$ cat src/rtl/cpu_pkg.sv
// cpu_pkg: definitions shared across the CPU pipeline.
//   XLEN          - machine word width
//   NOP           - encoding loaded into the IF/ID instruction register for a bubble
//   fetch_state_e - fetch stage FSM states
//   buf_entry_t   - {pc, instr} pair held by the fetch buffer
package cpu_pkg;

    localparam int XLEN = 32;

    localparam logic [XLEN-1:0] NOP = 32'h0000_0000;

    typedef enum logic [1:0] {
        INIT  = 2'd0,
        RUN   = 2'd1,
        FLUSH = 2'd2
    } fetch_state_e;

    typedef struct packed {
        logic [XLEN-1:0] pc;
        logic [XLEN-1:0] instr;
    } buf_entry_t;

endpackage

$ cat src/rtl/fetch_buf.sv
// fetch_buf: two-entry FIFO of fetched {pc, instr} pairs.
//   clk, rst     - clock, asynchronous active-high reset
//   clear_i      - drop all entries (takes priority over push/pop)
//   push_i       - write push_data_i; accepted when not full or when popping
//   pop_i        - drop the head entry; ignored when empty
//   head_o       - oldest entry (meaningful only when !empty_o)
//   full_o, empty_o, count_o - occupancy status
module fetch_buf
    import cpu_pkg::*;
(
    input  logic       clk,
    input  logic       rst,
    input  logic       clear_i,
    input  logic       push_i,
    input  buf_entry_t push_data_i,
    input  logic       pop_i,
    output buf_entry_t head_o,
    output logic       full_o,
    output logic       empty_o,
    output logic [1:0] count_o
);

    buf_entry_t mem_q [2];
    buf_entry_t mem_d [2];
    logic       rd_ptr_q, rd_ptr_d;
    logic       wr_ptr_q, wr_ptr_d;
    logic [1:0] count_q, count_d;
    logic       do_push, do_pop;

    assign empty_o = (count_q == 2'd0);
    assign full_o  = (count_q == 2'd2);
    assign count_o = count_q;
    assign head_o  = mem_q[rd_ptr_q];

    // A push into a full FIFO is legal when the head leaves in the same cycle.
    always_comb begin
        mem_d    = mem_q;
        rd_ptr_d = rd_ptr_q;
        wr_ptr_d = wr_ptr_q;
        count_d  = count_q;
        do_pop   = pop_i && !empty_o;
        do_push  = push_i && (!full_o || do_pop);
        if (clear_i) begin
            rd_ptr_d = 1'b0;
            wr_ptr_d = 1'b0;
            count_d  = 2'd0;
        end else begin
            if (do_pop) begin
                rd_ptr_d = ~rd_ptr_q;
            end
            if (do_push) begin
                mem_d[wr_ptr_q] = push_data_i;
                wr_ptr_d        = ~wr_ptr_q;
            end
            count_d = count_q + {1'b0, do_push} - {1'b0, do_pop};
        end
    end

    always_ff @(posedge clk or posedge rst) begin
        if (rst) begin
            for (int i = 0; i < 2; i++) begin
                mem_q[i] <= '0;
            end
            rd_ptr_q <= 1'b0;
            wr_ptr_q <= 1'b0;
            count_q  <= 2'd0;
        end else begin
            mem_q    <= mem_d;
            rd_ptr_q <= rd_ptr_d;
            wr_ptr_q <= wr_ptr_d;
            count_q  <= count_d;
        end
    end

endmodule

$ cat src/rtl/fetch_stage.sv
// fetch_stage: instruction fetch with a 2-entry prefetch buffer feeding the IF/ID register.
//   clk, rst                 - clock, asynchronous active-high reset
//   stall_i                  - hold the IF/ID outputs, nothing pops
//   redirect_i/redirect_pc_i - taken branch/jump pulse and its target (wins over stall)
//   imem_req_o/imem_addr_o   - instruction memory read request and address
//   imem_valid_i/imem_rdata_i- memory response, one cycle after the request
//   valid_o/instr_o/pc_o     - IF/ID register contents
// Optional build macro FETCH_STATS_EN adds stall_cnt_o and bubble_cnt_o
// (saturating counts of stalled cycles and loaded bubbles).
module fetch_stage
    import cpu_pkg::*;
#(
    parameter logic [XLEN-1:0] RESET_PC = 32'h0000_0000,
    parameter logic [XLEN-1:0] PC_STEP  = 32'd4
) (
    input  logic            clk,
    input  logic            rst,
    input  logic            stall_i,
    input  logic            redirect_i,
    input  logic [XLEN-1:0] redirect_pc_i,
    output logic            imem_req_o,
    output logic [XLEN-1:0] imem_addr_o,
    input  logic            imem_valid_i,
    input  logic [XLEN-1:0] imem_rdata_i,
    output logic            valid_o,
    output logic [XLEN-1:0] instr_o,
    output logic [XLEN-1:0] pc_o
`ifdef FETCH_STATS_EN
    ,
    output logic [31:0]     stall_cnt_o,
    output logic [31:0]     bubble_cnt_o
`endif
);

    fetch_state_e    state_q, state_d;
    logic [XLEN-1:0] pc_q, pc_d;
    logic            epoch_q, epoch_d;
    logic            inflight_q, inflight_d;
    logic [XLEN-1:0] inflight_pc_q, inflight_pc_d;
    logic            inflight_epoch_q, inflight_epoch_d;
    logic            valid_q, valid_d;
    logic [XLEN-1:0] instr_q, instr_d;
    logic [XLEN-1:0] pc_out_q, pc_out_d;

    logic            credit, req, resp_live, advance, pop, bypass, push;
    logic [1:0]      occupancy;
    buf_entry_t      resp_entry, buf_head;
    logic            buf_full, buf_empty;
    logic [1:0]      buf_count;

    fetch_buf u_buf (
        .clk         (clk),
        .rst         (rst),
        .clear_i     (redirect_i),
        .push_i      (push),
        .push_data_i (resp_entry),
        .pop_i       (pop),
        .head_o      (buf_head),
        .full_o      (buf_full),
        .empty_o     (buf_empty),
        .count_o     (buf_count)
    );

    assign imem_req_o  = req;
    assign imem_addr_o = pc_q;
    assign valid_o     = valid_q;
    assign instr_o     = instr_q;
    assign pc_o        = pc_out_q;

    // Memory latency is fixed at one cycle, so at most one request is ever in
    // flight. A response arriving while the buffer is empty goes straight to
    // the IF/ID register, giving a two-cycle request-to-valid latency. The
    // in-flight tag is compared with the post-redirect epoch so a response
    // landing in the redirect cycle is already stale.
    always_comb begin
        occupancy  = buf_count + {1'b0, inflight_q};
        credit     = (occupancy < 2'd2);
        req        = (state_q != INIT) && credit && !redirect_i;
        epoch_d    = epoch_q ^ redirect_i;
        resp_live  = imem_valid_i && inflight_q && (inflight_epoch_q == epoch_d);
        resp_entry.pc    = inflight_pc_q;
        resp_entry.instr = imem_rdata_i;
        advance    = !stall_i && !redirect_i;
        pop        = advance && !buf_empty;
        bypass     = advance && buf_empty && resp_live;
        push       = resp_live && !bypass && (!buf_full || pop);

        inflight_d       = req;
        inflight_pc_d    = pc_q;
        inflight_epoch_d = epoch_q;

        pc_d = pc_q;
        if (redirect_i) begin
            pc_d = redirect_pc_i;
        end else if (req) begin
            pc_d = pc_q + PC_STEP;
        end

        valid_d  = valid_q;
        instr_d  = instr_q;
        pc_out_d = pc_out_q;
        if (redirect_i) begin
            valid_d = 1'b0;
            instr_d = NOP;
        end else if (!stall_i) begin
            if (pop) begin
                valid_d  = 1'b1;
                instr_d  = buf_head.instr;
                pc_out_d = buf_head.pc;
            end else if (bypass) begin
                valid_d  = 1'b1;
                instr_d  = resp_entry.instr;
                pc_out_d = resp_entry.pc;
            end else begin
                valid_d = 1'b0;
                instr_d = NOP;
            end
        end

        state_d = state_q;
        if (redirect_i) begin
            state_d = FLUSH;
        end else begin
            case (state_q)
                INIT:    state_d = RUN;
                RUN:     state_d = RUN;
                FLUSH:   state_d = RUN;
                default: state_d = INIT;
            endcase
        end
    end

    always_ff @(posedge clk or posedge rst) begin
        if (rst) begin
            state_q          <= INIT;
            pc_q             <= RESET_PC;
            epoch_q          <= 1'b0;
            inflight_q       <= 1'b0;
            inflight_pc_q    <= '0;
            inflight_epoch_q <= 1'b0;
            valid_q          <= 1'b0;
            instr_q          <= NOP;
            pc_out_q         <= '0;
        end else begin
            state_q          <= state_d;
            pc_q             <= pc_d;
            epoch_q          <= epoch_d;
            inflight_q       <= inflight_d;
            inflight_pc_q    <= inflight_pc_d;
            inflight_epoch_q <= inflight_epoch_d;
            valid_q          <= valid_d;
            instr_q          <= instr_d;
            pc_out_q         <= pc_out_d;
        end
    end

`ifdef FETCH_STATS_EN
    logic        bubble_load;
    logic [31:0] stall_cnt_q, stall_cnt_d;
    logic [31:0] bubble_cnt_q, bubble_cnt_d;

    // Bubbles come from redirects and from unstalled cycles with nothing to load.
    always_comb begin
        bubble_load  = redirect_i || (advance && !pop && !bypass);
        stall_cnt_d  = stall_cnt_q;
        bubble_cnt_d = bubble_cnt_q;
        if (stall_i && (stall_cnt_q != 32'hFFFF_FFFF)) begin
            stall_cnt_d = stall_cnt_q + 32'd1;
        end
        if (bubble_load && (bubble_cnt_q != 32'hFFFF_FFFF)) begin
            bubble_cnt_d = bubble_cnt_q + 32'd1;
        end
    end

    always_ff @(posedge clk or posedge rst) begin
        if (rst) begin
            stall_cnt_q  <= '0;
            bubble_cnt_q <= '0;
        end else begin
            stall_cnt_q  <= stall_cnt_d;
            bubble_cnt_q <= bubble_cnt_d;
        end
    end

    assign stall_cnt_o  = stall_cnt_q;
    assign bubble_cnt_o = bubble_cnt_q;
`endif

endmodule

$ cat config.mk
export PLATFORM = sky130hd
export DESIGN_NAME = fetch_stage
export DESIGN_NICKNAME = d
export VERILOG_FILES = /design/src/rtl/cpu_pkg.sv /design/src/rtl/fetch_buf.sv /design/src/rtl/fetch_stage.sv
export SDC_FILE = /design/constraint.sdc
export NUM_CORES = 1
export LEC_CHECK = 0
export BUFFER_PORTS_ARGS = -buffer_cell sky130_fd_sc_hd__clkbuf_2
export CORE_ASPECT_RATIO = 0.75
export CORE_UTILIZATION = 62
export DETAILED_ROUTE_END_ITERATION = 10
export MAX_ROUTING_LAYER = met4
export PLACE_DENSITY = 0.92
export SYNTH_ARGS = -nofsm -noshare
export SYNTH_HDL_FRONTEND = slang
export SYNTH_HIERARCHICAL = 1
export SYNTH_SLANG_ARGS = --single-unit
export TNS_END_PERCENT = 50
$ cat constraint.sdc
create_clock -name clk -period 11.12 [get_ports clk]
set_clock_uncertainty 0.1 [all_clocks]
set_input_delay 1.668 -clock clk [delete_from_list [all_inputs] [get_ports clk]]
set_output_delay 1.668 -clock clk [all_outputs]
set_load 0.02 [all_outputs]
Word-level counts from Yosys, hierarchy flattened

Cells that the tools add are included.

Flip-flop bits (word level): 266
Bits in latches: 0
Bits in writable memories: 0
Memory bits (read-only): 0
Input port bits: 69
Output and inout port bits: 98
Logic and storage cells: 91
Memories kept: 0

Add/sub/neg operators: 4
$mul: 0
Div/mod/pow operators: 0
$lt $le $gt $ge: 4
Eq/ne operators: 5
Shift operators: 0
Multiplexer cells: 25
Bitwise logic cells: 7
Reduce and logical (&&, ||, !) cells: 30

Operator list:

| cell                                                | count |
|---|---|
| 2-to-1 mux 32 bit                                   | 8 |
| 2-to-1 mux 64 bit                                   | 4 |
| bitwise mux 128 bit                                 | 1 |
| demux 64 bit (select 1 bit)                         | 1 |
| adder 32 x 3 -> 32 bit, second input constant       | 1 |
| logical AND 1 bit                                   | 13 |
| nonzero test 2 bit                                  | 5 |
| 2-to-1 mux 1 bit                                    | 9 |
| zero test 1 bit                                     | 5 |
| adder 2 x 1 -> 2 bit                                | 2 |
| equality test 2 bit, second input constant          | 2 |
| >= comparator 2 bit, second input constant          | 2 |
| zero test 2 bit                                     | 2 |
| 2-to-1 mux 2 bit                                    | 2 |
| inverter 1 bit                                      | 4 |
| inverter 1 -> 2 bit                                 | 2 |
| AND reduction 3 bit                                 | 1 |
| OR reduction 3 bit                                  | 1 |
| equality test 2 x 1 -> 1 bit, second input constant | 1 |
| logical OR 1 bit                                    | 2 |
| < comparator 2 x 1 -> 1 bit, second input constant  | 1 |
| < comparator 2 bit, second input constant           | 1 |
| != test 2 x 1 -> 1 bit, second input constant       | 1 |
| AND reduction 2 bit                                 | 1 |
| 3 further kinds                                     | 3 |

Logic depth before layout (Yosys ltp)

Gate-level depths: netlist of run 1.

Depth after elaboration: 11
Gate-level depth with buffers: 11
Depth with buffers taken out: 10

Hierarchy

Netlist of run 1, hierarchy kept.

Modules (own cells, without submodules):

| module      | times used | cells an instance | area each (sq um) | seq. area each (sq um) |
|---|---|---|---|---|
| fetch_buf   | 1          | 366               | 5983.2            | 3303.2 |
| fetch_stage | 1          | 522               | 5884.4            | 3353.2 |

Worst setup path before layout of run 1

No wires, ideal clock.

Path type: input-to-output
From: input redirect_i
To: output imem_req_o
Data arrival time: 2.682 ns
Data required time: 9.352 ns
Slack: 6.670 ns
Cell stages on the path: 5
Path buffers: 3
Cells stage by stage: buf_2 -> clkbuf_1 -> inv_1 -> clkbuf_1 -> and2_1

Word-level cells in the longest chain between the ends: 2

RTL lines:

| what              | RTL line          | text |
|---|---|---|
| from (decl)       | fetch_stage.sv:19 | `input logic redirect_i,` |
| zero test 1 bit   | fetch_stage.sv:78 | `req = (state_q != INIT) && credit && !redirect_i;` |
| logical AND 1 bit | fetch_stage.sv:78 |  |
| to (decl)         | fetch_stage.sv:21 | `output logic imem_req_o,` |

Every way passes these cells.

Worst setup path in the final report of run 1

Ends and elaborated chain as after synthesis.

==> results of run 1 <==
## how the worst max path moves through the flow
stage | startpoint | end | slack, ps | depth (start not counted)
floorplan | rst | epoch_q$_DFF_PP0_ | 5770 | 1
global placement | redirect_i | u_buf/mem_q[34]$_DFFE_PP0P_ | 5760 | 8
detailed placement | redirect_i | u_buf/mem_q[35]$_DFFE_PP0P_ | 5680 | 8
CTS | redirect_i | imem_req_o | 6090 | 5
global route | redirect_i | imem_req_o | 5900 | 5
finish | redirect_i | imem_req_o | 6060 | 5
## metrics by stage
step,power [mW],instance area (um2),worst slack (ps)
2_1_floorplan,1.88,11900,5770
3_3_place_gp,2.05,12800,5760
3_5_place_dp,2.11,12800,5680
4_1_cts,3.01,13600,6090
5_1_grt,3.13,13700,5900
6_report,3.01,13700,6060
## critical path: stages
cell,delay [ps]
clkbuf_2,70
buf_4,420
inv_1,580
and2_1,350
clkbuf_2,160
## synth_stat cells, drive strengths merged, types with 8 or more instances
master   instances
nand3           11
buf             32
a22o            32
a21o            33
nor2            27
inv             11
or3              8
mux2i           33
a31oi           14
clkbuf          25
nand2           54
o21ai           50
dfrtp          266
o2111ai          9
or4             10
mux2           194
## power breakdown
part / leakage (nW) / internal (mW) / total (mW) / switching (mW)
Clock: 0.424 / 0.526 / 0.895 / 0.369
Sequential: 3.38 / 1.23 / 1.41 / 0.183
Combinational: 3.00 / 0.367 / 0.704 / 0.337
Total: 6.80 / 2.12 / 3.01 / 0.889
## flip-flops by register name, indices dropped and copies added, names as in the netlist
register,flops
epoch_q,1
imem_addr_o,32
inflight_epoch_q,1
inflight_pc_q,32
inflight_q,1
instr_o,32
pc_o,32
state_q,2
u_buf/count_o,2
u_buf/mem_q,128
u_buf/rd_ptr_q,1
u_buf/wr_ptr_q,1
valid_o,1
## cell type report
type	count	area [um2]
Sequential cell	266	6660
Timing Repair Buffer	175	898
Fill cell	1180	4960
Clock inverter	15	184
Tap cell	247	309
Antenna cell	1	2.50
Multi-Input combinational cell	554	4870
Inverter	11	51.3
Clock buffer	30	674
## metal layers
| layer | global-route usage, % | wire [um] | vias to the layer above | part of all wire (%) |
|---|---|---|---|---|
| met2 | 45.4 | 13200 | 291 | 48 |
| met5 | - | 0 | - | 0 |
| li1 | - | - | 3530 | - |
| met3 | 4.19 | 1440 | 61 | 5.2 |
| met4 | 10.8 | 855 | 0 | 3.1 |
| met1 | 40.3 | 12200 | 4095 | 44 |
## cells by family after synthesis
| kind of cell | Yosys count |
|---|---|
| adders and majority gates | 3 |
| DFF | 266 |
| buffers and inverters | 68 |
| xor gates and xnor gates | 14 |
| muxes | 227 |
| and+or+nand+nor | 144 |
| AOI/OAI and AO/OA | 166 |
==> results list, run 1 <==
- Core Area: 0.0186 mm2
* CTS Root Cell: clkbuf_16
- Summing the areas of all and, or, nand and nor instances in the mapped netlist gives 6.29% of the synthesized area.
- In the final layout, the share of cells above drive strength 1 is 40.6%.
* Starting DRT DRC Count: 647
- CTS Buf Count: 25
- Core Rows: 43
* Run status: complete, no violations
- The portion of synthesized area spent on multiplexers is 23.1%.
- The startpoint identified for the worst hold timing path is imem_addr_o[0]$_DFFE_PP0P_.
- Cell area after synthesis: 0.0119 mm2
- Worst-case hold slack: 326 ps
- Entering global routing, the biggest net connects 100 pins.
- Final Max Tran Viols: 0
- Count of flip-flops with a built-in enable after synthesis: 0
* Largest family of logic cells by synthesized area: multiplexers
- Mean cell area of the mapped netlist: 13.4 um2
* Worst Reg2Reg Path Length in Cells: 7
- Initial Util: 63.8%
- Path category of the worst min-delay check: reg -> reg
- Deepest clock path buffer count: 3
- RSZ-0062 raised after global routing: no
- Drt drc: 0
- Nature of the critical path startpoint: input port
* Worst-path clk slew: 70 ps
- Total leakage power: 6.80 nW
* I/O Buffers: 166
- Global Route Usage Sum: 29.4%
* Clock tree from TritonCTS: built
- Congestion Overflow GR: 0
* Async set-reset flop share out of synthesis: 100%
* Synthesized net count: 960
* Detailed-route wire length per cell: 21.3 um
* Portion of synthesized cell area occupied by the leading cell type: 56.1%
* Number of detailed-routing iterations run before antenna repair: 5
- The die covers 0.0197 mm2.
* Flip-flop and latch count after synthesis: 266
- Counting distinct cell types in the post-synthesis netlist gives 55.
* Count of warnings emitted by yosys: 6
- The worst hold path terminates at inflight_pc_q[0]$_DFF_PP0_.
- The setup check on the worst reg-to-reg path leaves a slack of 7050 ps.
* Count of H-tree levels built during CTS: 1
* Compound-cell area share of the yosys netlist: 10.1%
- Clk sink count: 266
- Power per standard cell area: 220 mW/mm2
- Instance count along the most critical hold path: 0
- The worst setup path is captured at an output port.
* Routability cong.: 0.823
- Largest cells by area after synthesis: dfrtp_1 56%, mux2_2 12%, mux2_4 7.6%
- After layout, the minimum clock period comes to 5060 ps.
- Startpoint-to-endpoint class of the critical path: in -> out
- In this run the remaining antenna-violating nets after routing total 0.
* Finish-stage setup viols: 0
- Once the clock tree was built, the setup fixing pass inserted 0 buffers.
* Fraction of the cycle the final worst path needs: 45.5%
- After detailed routing, the number of vias per cell comes to 6.14.
* Relative slew slack: 27.1%
* Worst-margin pin slew: 1090 ps
- Max IR drop VDD: 110 uV
- Of the total synthesized cell area, the portion taken by full adders, half adders and majority gates is 0.316%.
- Sequential elements use 56.1% of the synthesized area.
- Cell Count, Final, Fillers Out: 1299
- Compared with the post-synthesis result, the final layout area differs by 15.0%.
- Fmax achieved: 0.198 GHz
- Antenna violations before repair: 1
- I/O Pins: 167
- Data arrival time of the critical path: 3290 ps
- The library cells used most frequently in the layout, excluding fill and tap cells, are 265 x dfrtp_1, 166 x clkbuf_2, 130 x mux2_2, 60 x mux2_4, 54 x nand2_1.
- The wire-length estimate of the detail-placed layout is 17000 um.
- Worst endpoint required time: 9350 ps
* Post-detailed-routing wire length: 27600 um
- The number of hold-slack violations in the final timing report came to 0.
* Critical register-to-register path endpoint: u_buf/mem_q[35]$_DFFE_PP0P_
- For this design, the CTS-stage hold fixing added 0 buffers.
- Including well taps, the total number of placed cells is 1253.
* Most frequently used flop master after synthesis: dfrtp_1
- Via count of the routed design: 7977
* Post-synthesis instance total: 888
* Die W: 162 um
- Post-Route Setup TNS: 0 ps
- The biggest area contributor in the post-synthesis netlist is dfrtp_1.
- Post-CTS sizing: 0
- Along the worst path, the maximum fanout reaches 51.
- The library cell used most frequently in the layout, excluding fill and tap cells, is dfrtp_1.
* First-pass GRT wire length: 44000 um
* Net count reported at finish: 1105
* Vias in the first global route: 8297
* R2R Path Start: u_buf/count_o[1]$_DFF_PP0_
- In this run the vertical extent of the chip is 122 um.
- Post-synthesis share of cell area spent on xor and xnor gates: 1.03%
- Number of max-capacitance violations reported: 0
- At the later pin of the worst-skew pair, clock insertion delay measures 520 ps.
- Layout Utilization: 73.3%
No activity file was read; power rests on OpenSTA's default activity.
==> inputs of run 2 (changes only) <==
- ABC_AREA: unset -> 1
- CORE_UTILIZATION: 62 -> 53
- PLACE_DENSITY: 0.92 -> 0.84
- clock period: 11.12 -> 4.53 ns (I/O delays scaled with it)
==> results list, run 2 <==
- Area growth, synth to finish: 13.7%
* Deepest clock path buffer count: 3
- The floorplan has 49 rows.
- Failing checks: design-rule violations
- Counting flops and latches in the post-synthesis netlist gives 266.
- Core Area: 0.0240 mm2
- Summed over all layers, the global routing overflow is 0.
* Drt drc: 2
- Post-detailed-routing wire length: 35000 um
- I/O Buffers: 166
- Multi-input logic area: 0.00549 mm2
- Synthesized net count: 1728
- Commonest non-fill, non-tap cells in the layout: 818 x nand2_1, 265 x dfrtp_1, 166 x clkbuf_2, 141 x nand3_1, 129 x nand4_1
* R2R Setup Slk: 1230 ps
* CTS Root Cell: clkbuf_16
- Once the floorplan was initialized, standard cells occupied 53.9% of the core.
* Via count of the routed design: 11969
* Antenna fix cells: 0
- Counting I/O delays and the setup requirement, the final critical path takes 3310 ps.
* Number of hold violations in the final report: 0
- Post-CTS setup-driven buffer insertion count: 0
* Clk sink count: 266
- Post-synthesis share of cell area spent on xor and xnor gates: 1.15%
- By area, the combinational part of the netlist is dominated by simple AND/OR/NAND/NOR gates.
* Net count reported at finish: 1834
- Largest cells by area after synthesis: dfrtp_1 52%, nand2_1 24%, nand4_1 6.2%
- Register area share after synthesis: 51.5%
- In this run the worst hold path is classified as in -> reg.
- The count of nets left with antenna violations once routing finished came out at 0.
- In this run the biggest area consumer among cell types represents 51.5% of the synthesized area.
- The Yosys step of the flow raised 6 warnings.
- Before CTS, the worst setup slack after placement is 785 ps.
* RSZ-0062 raised after global routing: no
* I/O Pins: 167
- Leading area contributor after synthesis: dfrtp_1
- Counting tap cells, the placed design contains a total of 2064 instances.
- Relative slew slack: 28.9%
* Leading cell types by count after synthesis: 818 x nand2_1, 266 x dfrtp_1, 141 x nand3_1
- Count of distinct cell types in the synthesized netlist: 32
- After detailed routing, the average wire length per cell comes to 16.6 um.
* Number of detailed-routing iterations run before antenna repair: 9
- Fraction of the cycle the final worst path needs: 73.1%
- For the worst setup path, the data required time is 4900 ps.
* Fraction of layout cells with a size suffix above 1: 14.6%
- Post-CTS repair changed the size of 0 cells.
* Flip-flop count of the largest register, all copies and words added: 128
* Compound-cell area share of the yosys netlist: 0.882%
- From bottom edge to top edge, the die measures 137 um.
- STA classifies the critical path startpoint as an input port.
- Startpoint-to-endpoint class of the critical path: in -> reg
- In the routed layout, each cell is associated on average with a via count of 5.66.
* Clock insertion delay at the later pin of the skew report: 530 ps
- Starting DRT DRC Count: 1238
- Summed over all cells, the static leakage comes to 7.99 nW.
- CTS built an H-tree with a depth of 1.
* Vias in the first global route: 10909
- Maximum number of pins on one net before global-route repair: 105
* Met2 Resource Use GR: 43.6%
- The congestion estimate from routability-driven global placement came to 0.909.
* Max IR drop VDD: 309 uV
* Post-synthesis adder-cell area fraction: 0.291%
- Setup violations remaining at the end of the flow were counted as 0.
* Fin worst setup slack: 1220 ps
* Layout Utilization: 61.3%
* Filler cell count in the final layout: 2044
* Cell area after synthesis: 0.0129 mm2
- Hold is met by 250 ps.
- In this run, post-CTS hold repair placed 0 buffers.
- Final Max Tran Viols: 0
- Count of flip-flops with a built-in enable after synthesis: 0
- In the global route stage, met3 resource usage came out at 4.41%.
- At the worst endpoint, the arrival time is 3680 ps.
- The first global-routing pass estimated 56900 um of wire.
- In the synthesized netlist the dominant register cell turns out to be dfrtp_1.
- In this run the most used layer during global routing was met2.
- Buffers inserted during clock tree synthesis total 27.
- After synthesis, the share of cell area in mux cells is 0%.
* Category of the worst setup path capture point: flop
- Mean cell area of the mapped netlist: 7.80 um2
- Async set-reset flop share out of synthesis: 100%
- Number of max-capacitance violations reported: 0
- In this run the power density over the cells is 512 mW/mm2.
* Antenna violations before repair: 0
- Registers take 0.00666 mm2.
- The die covers 0.0250 mm2.
- Simple-gate portion of the synthesized area: 39.9%
- TritonCTS built the clock tree.
* Global Route Usage Sum: 29.3%
- Of all nets on the critical path, the largest fanout is 78.
- The run finished, with violations left.
* Most instantiated library cell after synthesis: nand2_1
- u_buf/mem_q holds more flip-flops than any other register.
- Die W: 182 um
* Worst-path clk slew: 60 ps
- Static timing analysis puts the maximum clock frequency at 0.302 GHz.
- Post-Route Setup TNS: 0 ps
* Leading cell type in the layout, fill and taps excluded: nand2_1
- Post-DP HPWL: 21700 um
- Post-synthesis instance total: 1656
* Cell Count, Final, Fillers Out: 2113
* Worst-margin pin slew: 1070 ps
* Global Route met1 Usage: 41.7%
==> run 2: cell count changes after synthesis, moves of 32 or more <==
cell | before | now
nand4_1 | 5 | 129
mux2_2 | 130 | 0
nand3b_1 | 1 | 33
nand3_1 | 11 | 141
buf_2 | 18 | 60
a21o_1 | 33 | 1
a22o_1 | 32 | 0
mux2_4 | 60 | 0
o21ai_0 | 50 | 12
nand2_1 | 54 | 818
mux2i_1 | 33 | 0
==> run 2: layer usage <==
layer	vias up	wire, um
li1	5562	-
met4	0	921
met3	64	3270
met1	5719	15400
met2	624	15500
met5	-	0
==> run 2: cell families after synthesis <==
kind of cell / Yosys count
flops: 266
fa+ha+maj: 3
xor+xnor: 17
compound gates: 20
simple gates: 1191
buf+inv: 159
==> run 2: worst paths after layout <==
path,from,endpoint,depth (start not counted)
worst max-delay path,redirect_i,u_buf/mem_q[20]$_DFFE_PP0P_,8
worst min-delay path,redirect_pc_i[1],imem_addr_o[1]$_DFFE_PP0P_,3
worst max register to register,u_buf/count_o[1]$_DFF_PP0_,u_buf/mem_q[20]$_DFFE_PP0P_,7
worst min register to register,imem_addr_o[1]$_DFFE_PP0P_,inflight_pc_q[1]$_DFF_PP0_,0
max in group asynchronous,rst,u_buf/mem_q[112]$_DFFE_PP0P_,3
min in group asynchronous,rst,u_buf/mem_q[1]$_DFFE_PP0P_,2
==> run 2: area by class of cell <==
type	instances	share of cell area [%]
flip-flops and latches	266	45.3
multi-input cells	1231	37.4
repair buffers	190	6.88
clock buffers	35	5.08
well taps	331	2.82
clock inverters	14	1.26
inverters	46	1.23
==> run 2: metrics by stage <==
step	power [mW]	instance area (um2)
detailed placement	5.21	13800
floorplan	4.62	12900
global route	7.97	14700
finish	7.53	14700
CTS	7.55	14700
global placement	5.12	13800
==> run 2: report_power, final <==
group          total [mW]  internal (mW)  switching (mW)
registers            3.44           3.00           0.446
logic                1.76          0.599            1.16
clock network        2.33           1.39           0.935
total                7.53           4.99            2.54
==> run 2: critical path: stages <==
cell and delay (ps):
clkbuf_2 200, or2_4 310, or2_2 480, a211oi_4 350, buf_4 510, buf_4 730, nand4_1 210, nand2_1 130
==> inputs of run 3 (changes only) <==
- CORE_UTILIZATION: 53 -> 58
- PLACE_DENSITY: 0.84 -> 0.87
- clock period: 4.53 -> 3.15 ns (I/O delays scaled with it)
==> results list, run 3 (same netlist as run 2, synthesis figures left out) <==
- The run finished with clean final reports.
- After global routing the overflow that remains totals 0.
* Max IR drop VDD: 418 uV
- Fmax achieved: 0.366 GHz
- Critical register-to-register path endpoint: u_buf/mem_q[126]$_DFFE_PP0P_
* Routability cong.: 0.948
* I/O Buffers: 166
- WP buf/inv: 1
* Category of the worst setup path capture point: output port
- I/O Pins: 167
* Time the worst path needs with I/O delays and setup: 2730 ps
* Number of hold violations in the final report: 0
- Among cell families on the critical path, the largest total delay comes from simple AND/OR/NAND/NOR gates.
- Maximum number of pins on one net before global-route repair: 103
- R2R Path Start: u_buf/count_o[1]$_DFF_PP0_
- In this run the vertical extent of the chip is 131 um.
- After clock tree synthesis, the flow added hold-fix buffers numbering 1.
* Post-CTS sizing: 0
- Post-Route Setup TNS: 0 ps
* Instance count along the most critical hold path: 3
- Vias in the first global route: 11589
- Clock insertion delay at the later pin of the skew report: 540 ps
- The critical path ends at imem_req_o.
* CTS Root Cell: clkbuf_16
* Path category of the worst min-delay check: in -> reg
- In this run, the number of DRC markers left after iteration 0 of detailed routing was 1393.
* Core Area: 0.0215 mm2
* Fraction of layout cells with a size suffix above 1: 14.7%
* Worst Path Max Fanout: 11
- Global routing used 32.4% of the available tracks.
- Compared with the post-synthesis result, the final layout area differs by 14.4%.
- Deepest clock path buffer count: 3
- STA puts the critical path data required time at 2580 ps.
* Die W: 174 um
- The signal on the critical path passes through nand3b_1 > o211ai_1 > nor2_2 > clkbuf_2.
- Worst-path clk slew: 70 ps
* Slowest stage cell on the critical path: nor2_2
- Critical path depth in cells: 4
- The first global-routing pass estimated 58700 um of wire.
- The number of setup buffers added after CTS is 0.
- Net count reported at finish: 1839
* CP max stage delay: 520 ps
- Post-DP HPWL: 21900 um
- Leading cell type in the layout, fill and taps excluded: nand2_1
- In this run the power density over the cells is 745 mW/mm2.
- Across all hold checks on the routed design, the worst slack comes to 47.9 ps.
* Clock tree from TritonCTS: built
* Drt drc: 0
- At the placement stage, the worst setup path has a slack of 343 ps.
* Flip-flop count of the largest register, all copies and words added: 128
* Total leakage power: 8.03 nW
- DIE AREA: 0.0229 mm2
* Post-detailed-routing wire length: 36000 um
- Max-cap violations in this run came to 0.
* Register with the most flip-flops: u_buf/mem_q
- Measured in cells, the most critical reg-to-reg path has a length of 8.
- Final Max Tran Viols: 0
- Detailed-route wire length per cell: 17.4 um
- RSZ-0062 raised after global routing: no
- Clk sink count: 266
- The worst setup path is launched from a flop.
* Fraction of the cycle the final worst path needs: 86.6%
- Hold_sp: redirect_pc_i[1]
- The number of antenna violations at the first check in global routing came to 0.
- Cell Count, Final, Fillers Out: 2073
- At the end of the flow the core is filled with cells to 68.8%.
- Detail Route Antenna Nets: 0
* Via count of the routed design: 12116
- Relative slew slack: 43.9%
- Clock tree synthesis inserted a total of 26 buffers.
* Finish-stage setup viols: 0
- Avg Vias per Cell: 5.84
- Startpoint-to-endpoint class of the critical path: reg -> out
- Count of H-tree levels built during CTS: 1
* Commonest non-fill, non-tap cells in the layout: 818 x nand2_1, 265 x dfrtp_1, 166 x clkbuf_2, 141 x nand3_1, 129 x nand4_1
- The worst path meets setup with 421 ps of slack.
- Number of detailed-routing iterations run before antenna repair: 6
- Core Rows: 46
- The repair_antennas step left the layout with diodes totalling 0.
- Worst-margin pin slew: 842 ps
- Once the floorplan was initialized, standard cells occupied 60.2% of the core.
- The critical path starts at u_buf/count_o[1]$_DFF_PP0_.
- Filler cell count in the final layout: 1664
- For flop-to-flop paths, the worst setup slack is 520 ps.
* Data arrival time of the critical path: 2160 ps
- Once placement completed, the tool counted placed cells totaling 2026.
-- run 3: changes by cell type in the layout (fill, tap and decap cells not counted) --
| cell | change |
|---|---|
| inv_6 | -2 |
| clkinv_2 | -7 |
| clkbuf_1 | -1 |
| clkbuf_8 | -1 |
| clkinvlp_4 | +4 |
| dlygate4sd3_1 | +1 |
| clkinv_8 | -1 |
| clkinv_4 | +3 |
| buf_12 | +5 |
| bufinv_16 | +2 |
-- run 3: worst min path at each step --
| stage | endpoint | slack (ps) |
|---|---|---|
| global route | imem_addr_o[14]$_DFFE_PP0P_ | 70 |
| global placement | inflight_pc_q[1]$_DFF_PP0_ | 310 |
| finish | imem_addr_o[1]$_DFFE_PP0P_ | 50 |
| floorplan | inflight_epoch_q$_DFF_PP0_ | 310 |
| CTS | imem_addr_o[1]$_DFFE_PP0P_ | 50 |
| detailed placement | inflight_epoch_q$_DFF_PP0_ | 320 |
-- run 3: metal layers --
layer  track usage, %  vias to the layer above  wire (um)
met4             9.89                        0        874
li1                 -                     5573          -
met1             45.5                     5687      14900
met3             5.47                       79       3700
met2             48.3                      777      16500
met5                -                        -          0
-- run 3: stage by stage --
stage | total power, mW | area [um2]
after detailed placement | 7.49 | 13800
after global placement | 7.36 | 13800
after global routing | 11.6 | 14800
final | 11.0 | 14800
after floorplan | 6.64 | 12900
after CTS | 11.0 | 14800
-- run 3: worst register-to-register path: cells and delay by family, from the launching register on --
kind                   cells  cell delay [ps]
and+or+nand+nor            5              860
DFF                        1              500
buffers and inverters      2              720
AOI/OAI and AO/OA          1              320
-- run 3: final cells by class --
class | instances | area, um2 | area share, %
Sequential cell | 266 | 6660 | 45.1
Multi-Input combinational cell | 1231 | 5490 | 37.2
Timing Repair Buffer | 196 | 1120 | 7.59
Clock buffer | 33 | 728 | 4.93
Tap cell | 288 | 360 | 2.44
Clock inverter | 13 | 234 | 1.58
Inverter | 46 | 179 | 1.21
-- run 3: report_power, final --
group	internal [mW]	switching (mW)	leakage (nW)
sequential	4.31	0.636	3.46
clock	2.13	1.35	0.459
combinational	0.876	1.70	4.12
total	7.31	3.69	8.03
